## src/rtl/video_timing_gen.sv

```systemverilog
// Free-running 720x576p50 / 720x480p60 raster timing generator.
// Counters start at the first visible pixel. A vreset pulse re-aligns them to the core video.
module video_timing_gen #(
    parameter int unsigned PAL_HACT  = 720,
    parameter int unsigned PAL_HFP   = 12,
    parameter int unsigned PAL_HSW   = 64,
    parameter int unsigned PAL_HBP   = 68,
    parameter int unsigned PAL_VACT  = 576,
    parameter int unsigned PAL_VFP   = 5,
    parameter int unsigned PAL_VSW   = 5,
    parameter int unsigned PAL_VBP   = 39,
    parameter int unsigned NTSC_HACT = 720,
    parameter int unsigned NTSC_HFP  = 16,
    parameter int unsigned NTSC_HSW  = 62,
    parameter int unsigned NTSC_HBP  = 60,
    parameter int unsigned NTSC_VACT = 480,
    parameter int unsigned NTSC_VFP  = 9,
    parameter int unsigned NTSC_VSW  = 6,
    parameter int unsigned NTSC_VBP  = 30,
    parameter bit          SYNC_POL  = 1'b0
) (
    input  logic       clk,
    input  logic       reset,
    input  logic [1:0] mode,
    input  logic       vreset,
    output logic       hs,
    output logic       vs,
    output logic       de,
    output logic [9:0] x,
    output logic [9:0] y,
    output logic       frame_start,
    output logic [7:0] resync_cnt
);

    // Window boundaries per timing set: active end, sync start, sync end, last count.
    localparam logic [9:0] PHACT  = 10'(PAL_HACT);
    localparam logic [9:0] PHSS   = 10'(PAL_HACT + PAL_HFP);
    localparam logic [9:0] PHSE   = 10'(PAL_HACT + PAL_HFP + PAL_HSW);
    localparam logic [9:0] PHLAST = 10'(PAL_HACT + PAL_HFP + PAL_HSW + PAL_HBP - 1);
    localparam logic [9:0] PVACT  = 10'(PAL_VACT);
    localparam logic [9:0] PVSS   = 10'(PAL_VACT + PAL_VFP);
    localparam logic [9:0] PVSE   = 10'(PAL_VACT + PAL_VFP + PAL_VSW);
    localparam logic [9:0] PVLAST = 10'(PAL_VACT + PAL_VFP + PAL_VSW + PAL_VBP - 1);
    localparam logic [9:0] NHACT  = 10'(NTSC_HACT);
    localparam logic [9:0] NHSS   = 10'(NTSC_HACT + NTSC_HFP);
    localparam logic [9:0] NHSE   = 10'(NTSC_HACT + NTSC_HFP + NTSC_HSW);
    localparam logic [9:0] NHLAST = 10'(NTSC_HACT + NTSC_HFP + NTSC_HSW + NTSC_HBP - 1);
    localparam logic [9:0] NVACT  = 10'(NTSC_VACT);
    localparam logic [9:0] NVSS   = 10'(NTSC_VACT + NTSC_VFP);
    localparam logic [9:0] NVSE   = 10'(NTSC_VACT + NTSC_VFP + NTSC_VSW);
    localparam logic [9:0] NVLAST = 10'(NTSC_VACT + NTSC_VFP + NTSC_VSW + NTSC_VBP - 1);

    logic [9:0] hcnt_q, hcnt_d, vcnt_q, vcnt_d;
    logic [1:0] cur_mode_q, cur_mode_d;
    logic [7:0] resync_q, resync_d;
    logic       hs_q, hs_d, vs_q, vs_d, de_q, de_d, fs_q, fs_d;
    logic [9:0] x_q, x_d, y_q, y_d;

    logic [9:0] hact, hss, hse, hlast, vact, vss, vse, vlast;
    logic       at_wrap;

    // Select the timing set of the frame in progress; only mode 0 is NTSC.
    always_comb begin
        if (cur_mode_q == 2'd0) begin
            hact = NHACT; hss = NHSS; hse = NHSE; hlast = NHLAST;
            vact = NVACT; vss = NVSS; vse = NVSE; vlast = NVLAST;
        end else begin
            hact = PHACT; hss = PHSS; hse = PHSE; hlast = PHLAST;
            vact = PVACT; vss = PVSS; vse = PVSE; vlast = PVLAST;
        end
    end

    // Counter, timing-select and resync-count next state.
    always_comb begin
        at_wrap    = (hcnt_q == hlast) && (vcnt_q == vlast);
        hcnt_d     = hcnt_q;
        vcnt_d     = vcnt_q;
        cur_mode_d = cur_mode_q;
        resync_d   = resync_q;
        if (vreset) begin
            hcnt_d     = '0;
            vcnt_d     = '0;
            cur_mode_d = mode;
            // Only a resync that actually moved the raster is counted.
            if (!at_wrap && resync_q != 8'hff) begin
                resync_d = resync_q + 8'd1;
            end
        end else if (hcnt_q >= hlast) begin
            hcnt_d = '0;
            if (vcnt_q >= vlast) begin
                vcnt_d     = '0;
                cur_mode_d = mode;
            end else begin
                vcnt_d = vcnt_q + 10'd1;
            end
        end else begin
            hcnt_d = hcnt_q + 10'd1;
            // A line count left beyond the frame total recovers immediately.
            if (vcnt_q > vlast) begin
                vcnt_d = '0;
            end
        end
    end

    // Output decode of the current counters; registered below for a 1-clk lag.
    always_comb begin
        de_d = (hcnt_q < hact) && (vcnt_q < vact);
        hs_d = (hcnt_q >= hss && hcnt_q < hse) ? SYNC_POL : ~SYNC_POL;
        vs_d = (vcnt_q >= vss && vcnt_q < vse) ? SYNC_POL : ~SYNC_POL;
        x_d  = de_d ? hcnt_q : '0;
        y_d  = de_d ? vcnt_q : '0;
        fs_d = (hcnt_q == '0) && (vcnt_q == '0);
    end

    // State and output registers with asynchronous clear.
    always_ff @(posedge clk or posedge reset) begin
        if (reset) begin
            hcnt_q     <= '0;
            vcnt_q     <= '0;
            cur_mode_q <= 2'd1;
            resync_q   <= '0;
            hs_q       <= ~SYNC_POL;
            vs_q       <= ~SYNC_POL;
            de_q       <= 1'b0;
            x_q        <= '0;
            y_q        <= '0;
            fs_q       <= 1'b0;
        end else begin
            hcnt_q     <= hcnt_d;
            vcnt_q     <= vcnt_d;
            cur_mode_q <= cur_mode_d;
            resync_q   <= resync_d;
            hs_q       <= hs_d;
            vs_q       <= vs_d;
            de_q       <= de_d;
            x_q        <= x_d;
            y_q        <= y_d;
            fs_q       <= fs_d;
        end
    end

    assign hs          = hs_q;
    assign vs          = vs_q;
    assign de          = de_q;
    assign x           = x_q;
    assign y           = y_q;
    assign frame_start = fs_q;
    assign resync_cnt  = resync_q;

endmodule

```

## config.mk

```make
export PLATFORM = sky130hd
export DESIGN_NAME = video_timing_gen
export DESIGN_NICKNAME = d
export VERILOG_FILES = /design/src/rtl/video_timing_gen.sv
export SDC_FILE = /design/constraint.sdc
export NUM_CORES = 1
export LEC_CHECK = 0
export CELL_PAD_IN_SITES_DETAIL_PLACEMENT = 1
export CELL_PAD_IN_SITES_GLOBAL_PLACEMENT = 1
export CORE_UTILIZATION = 46
export DETAILED_ROUTE_END_ITERATION = 8
export PLACE_DENSITY_LB_ADDON = 0.3
export SLEW_MARGIN = 20
export SYNTH_ARGS = -nofsm -noshare
export SYNTH_HDL_FRONTEND = slang
export SYNTH_SLANG_ARGS = --single-unit
```

## constraint.sdc

```tcl
create_clock -name clk -period 4 [get_ports clk]
set_input_delay 0.6 -clock clk [delete_from_list [all_inputs] [get_ports clk]]
set_output_delay 0.6 -clock clk [all_outputs]
set_load 0.005 [all_outputs]
```

==> qor.csv <==
stage;metric;value;unit
routing;WL per Instance;17.3;microns
logic_synthesis;Synth area leaders;dfrtp_1 46%, ha_1 6.3%, and2_1 4.7%;
worst_setup_path;RR Startpoint;cur_mode_q[1];
min_path;worst hold start;resync_cnt[4];
finish;nets;319;
worst_setup_path;CP Launch Point;cur_mode_q[1];
die;Ports;37;
sta;Pins Over Slew Limit;0;
worst_setup_path;largest fanout on the critical path;14;
cts;CTS tree;built;
worst_setup_path;crit end category;flip-flop;
logic_synthesis;Synth Register Bits;54;
routing;met3 WL post-DR;193;microns
global_route;initial antenna violation count;0;
logic_synthesis;post-synthesis cell type with the largest combined area;dfrtp_1;
logic_synthesis;Synth Area per Inst;10.2;sq um
routing;Pre-antenna DRT Iters;6;
sta;final hold vios;0;
logic_synthesis;Mapped Cells;273;
routing;Max Used Layer;met4;
sta;Tightest Pin Transition;917;ps
power_and_ir_drop;Static Leakage;0.00139;uW
cts;cts bufs inserted;5;
finish;layout cells sized above 1;0.0764;
routing;WL met2;3120;microns
routing;post-route ant nets;0;
cts;hold buffers post-CTS;0;
die;Initial Util;0.475;
routing;vias per std cell;5.56;
placed_design;GP Congestion;0.895;
status;status;complete, but fails checks;
worst_setup_path;Startpoint Class;flip-flop;
logic_synthesis;Post-Syn Area;2790;sq um
logic_synthesis;Synth async-reset ratio;1.00;
cts;postcts setup bufs;0;
placed_design;Port Buffers;36;
finish;commonest non-fill, non-tap cell in the layout;dfrtp_1;
cts;CTS max path bufs;2;
routing;DR DRC count;2;
sta;setup total negative slack;0;ps
worst_setup_path;WS Path Type;flip-flop to flip-flop;
finish;diode count;0;
logic_synthesis;count of cell types in the netlist;50;
cts;CTS sink count;54;
sta;worst hold slack;493;ps
global_route;grt total ovfl;0;
routing;DR iter-0 viols;117;
logic_synthesis;Yosys top cell area share;0.457;
cts;Skew-Pair Late Insertion Delay;310;ps
worst_setup_path;WP data required;4250;ps
sta;final clock skew;5.79;ps
sta;fmax;320;MHz
global_route;vias in the first global route;2091;
status;failing checks;design-rule violations;
job;Max Cap Violations;0;
min_path;Hold Crit Class;flip-flop to flip-flop;
finish;Area Growth Syn to Fin;16.7;%
cts;# resized after CTS;0;
logic_synthesis;top_reg_cell synth;dfrtp_1;
global_route;GRT Total Usage;0.222;
logic_synthesis;Post-Synthesis Net Count;292;
die;die area;6390;sq um
routing;DRT Wirelength;6510;microns
routing;Met1 Wirelength;3130;microns
die;DIE WIDTH;79.9;microns
cts;CTS clk-pin slew, worst paths;100;ps
sta;Worst slew margin;0.388;
placed_design;dpl hpwl;4540;microns
sta;RSZ-0062 raised after global routing;no;
cts;clock root buffer;clkbuf_8;
worst_setup_path;Critical Path AT;3370;ps
global_route;first-pass GRT wire length;10900;microns
power_and_ir_drop;Worst VDD drop;0.000219;V
power_and_ir_drop;PwrDens;364;nW/um^2
die;# rows;28;
logic_synthesis;sequential area share after synthesis;0.485;
finish;most frequent cells in the layout;51 x dfrtp_1, 36 x clkdlybuf4s50_1, 22 x nor2_1;
die;core footprint;5890;sq um
logic_synthesis;number of synthesized flops with an enable pin;0;
logic_synthesis;Synthesis Warnings;0;
global_route;pin count of the biggest net entering global routing;55;
sta;crit path time final;3120;ps
die;die extent in y;79.9;microns
sta;Tcrit/Tclk final;0.780;
cts;H-Tree Depth;2;
routing;vias after detailed routing;2089;
sta;Setup-failing EPs final;0;
==> final cells by class <==
cell class	instances	area [sq um]
clock inverter	2	15.0
multi-input combinational	191	1320
tap	75	93.8
sequential	54	1360
inverter	12	46.3
fill	657	2630
timing repair buffer	36	360
clock buffer	6	72.6
==> through the flow <==
step	setup WS, ps	std cells	utilization	cell area (sq um)	power (uW)
6_report	879	376	0.554	3260	1190
5_1_grt	704	376	0.554	3260	1260
4_1_cts	889	376	0.554	3260	1200
3_5_place_dp	929	368	0.539	3170	891
3_3_place_gp	1100	368	0.539	3170	876
2_1_floorplan	1330	273	-	2790	773
==> routing by layer <==
| metal | up-vias | track usage |
|---|---|---|
| li1 | 993 | - |
| met1 | 1043 | 0.301 |
| met2 | 45 | 0.367 |
| met3 | 8 | 0.0400 |
| met4 | 0 | 0.0518 |
| met5 | - | 0 |
==> worst max-delay path, cell delays in order, from the launching register on <==
cell and delay (ps):
dfrtp_1 440, nor2_4 260, inv_2 200, ha_1 350, nand4b_1 140, a211oi_1 310
o221ai_1 290, a211oi_2 700, and3_1 260, a221o_1 100
==> registers in the layout, summed over array words and instances, names as in the netlist <==
signal,flops
cur_mode_q,2
de,1
frame_start,1
hcnt_q,10
hs,1
resync_cnt,8
vcnt_q,10
vs,1
x,10
y,10
==> power by group <==
| part | leakage [uW] | switching, uW | total (uW) | internal, uW |
|---|---|---|---|---|
| Sequential | 0.000717 | 58.4 | 648 | 590 |
| Combinational | 0.000630 | 101 | 234 | 133 |
| Clock | 0.0000374 | 180 | 303 | 124 |
| Total | 0.00139 | 339 | 1190 | 847 |
==> logic make-up after synthesis <==
kind of cell    Yosys count  share of synthesized area
compound gates           41                      0.113
mux                       4                     0.0170
xor+xnor                 19                     0.0596
buf+inv                  28                     0.0434
fa+ha+maj                15                     0.0663
flops                    54                      0.485
simple gates            112                      0.216
==> cell usage after synthesis (all sizes together) (2+ instances only) <==
library cell and number:
nand4b 3, nand4 7, buf 7, nand2 20, a21oi 9, a31oi 3
nor2 23, o31ai 2, and3 7, inv 12, o221a 2, clkbuf 9
nor3b 2, xnor2 14, xor2 5, ha 14, mux2 3, nor4bb 2
a211oi 3, nand3 15, nor4 3, o21ai 13, nor2b 3, a22o 2
and2 21, nor3 3, dfrtp 51, dfstp 3
==> final timing paths <==
check | cells past startpoint | to | slack, ps
max | 9 | vcnt_q[8] | 880
max in group asynchronous | 2 | x[3] | 2690
min | 1 | resync_cnt[4] | 490
min in group asynchronous | 2 | resync_cnt[4] | 780
min reg2reg | 1 | resync_cnt[4] | 490
max reg2reg | 9 | vcnt_q[8] | 880
(Power assumes the default switching activity.)
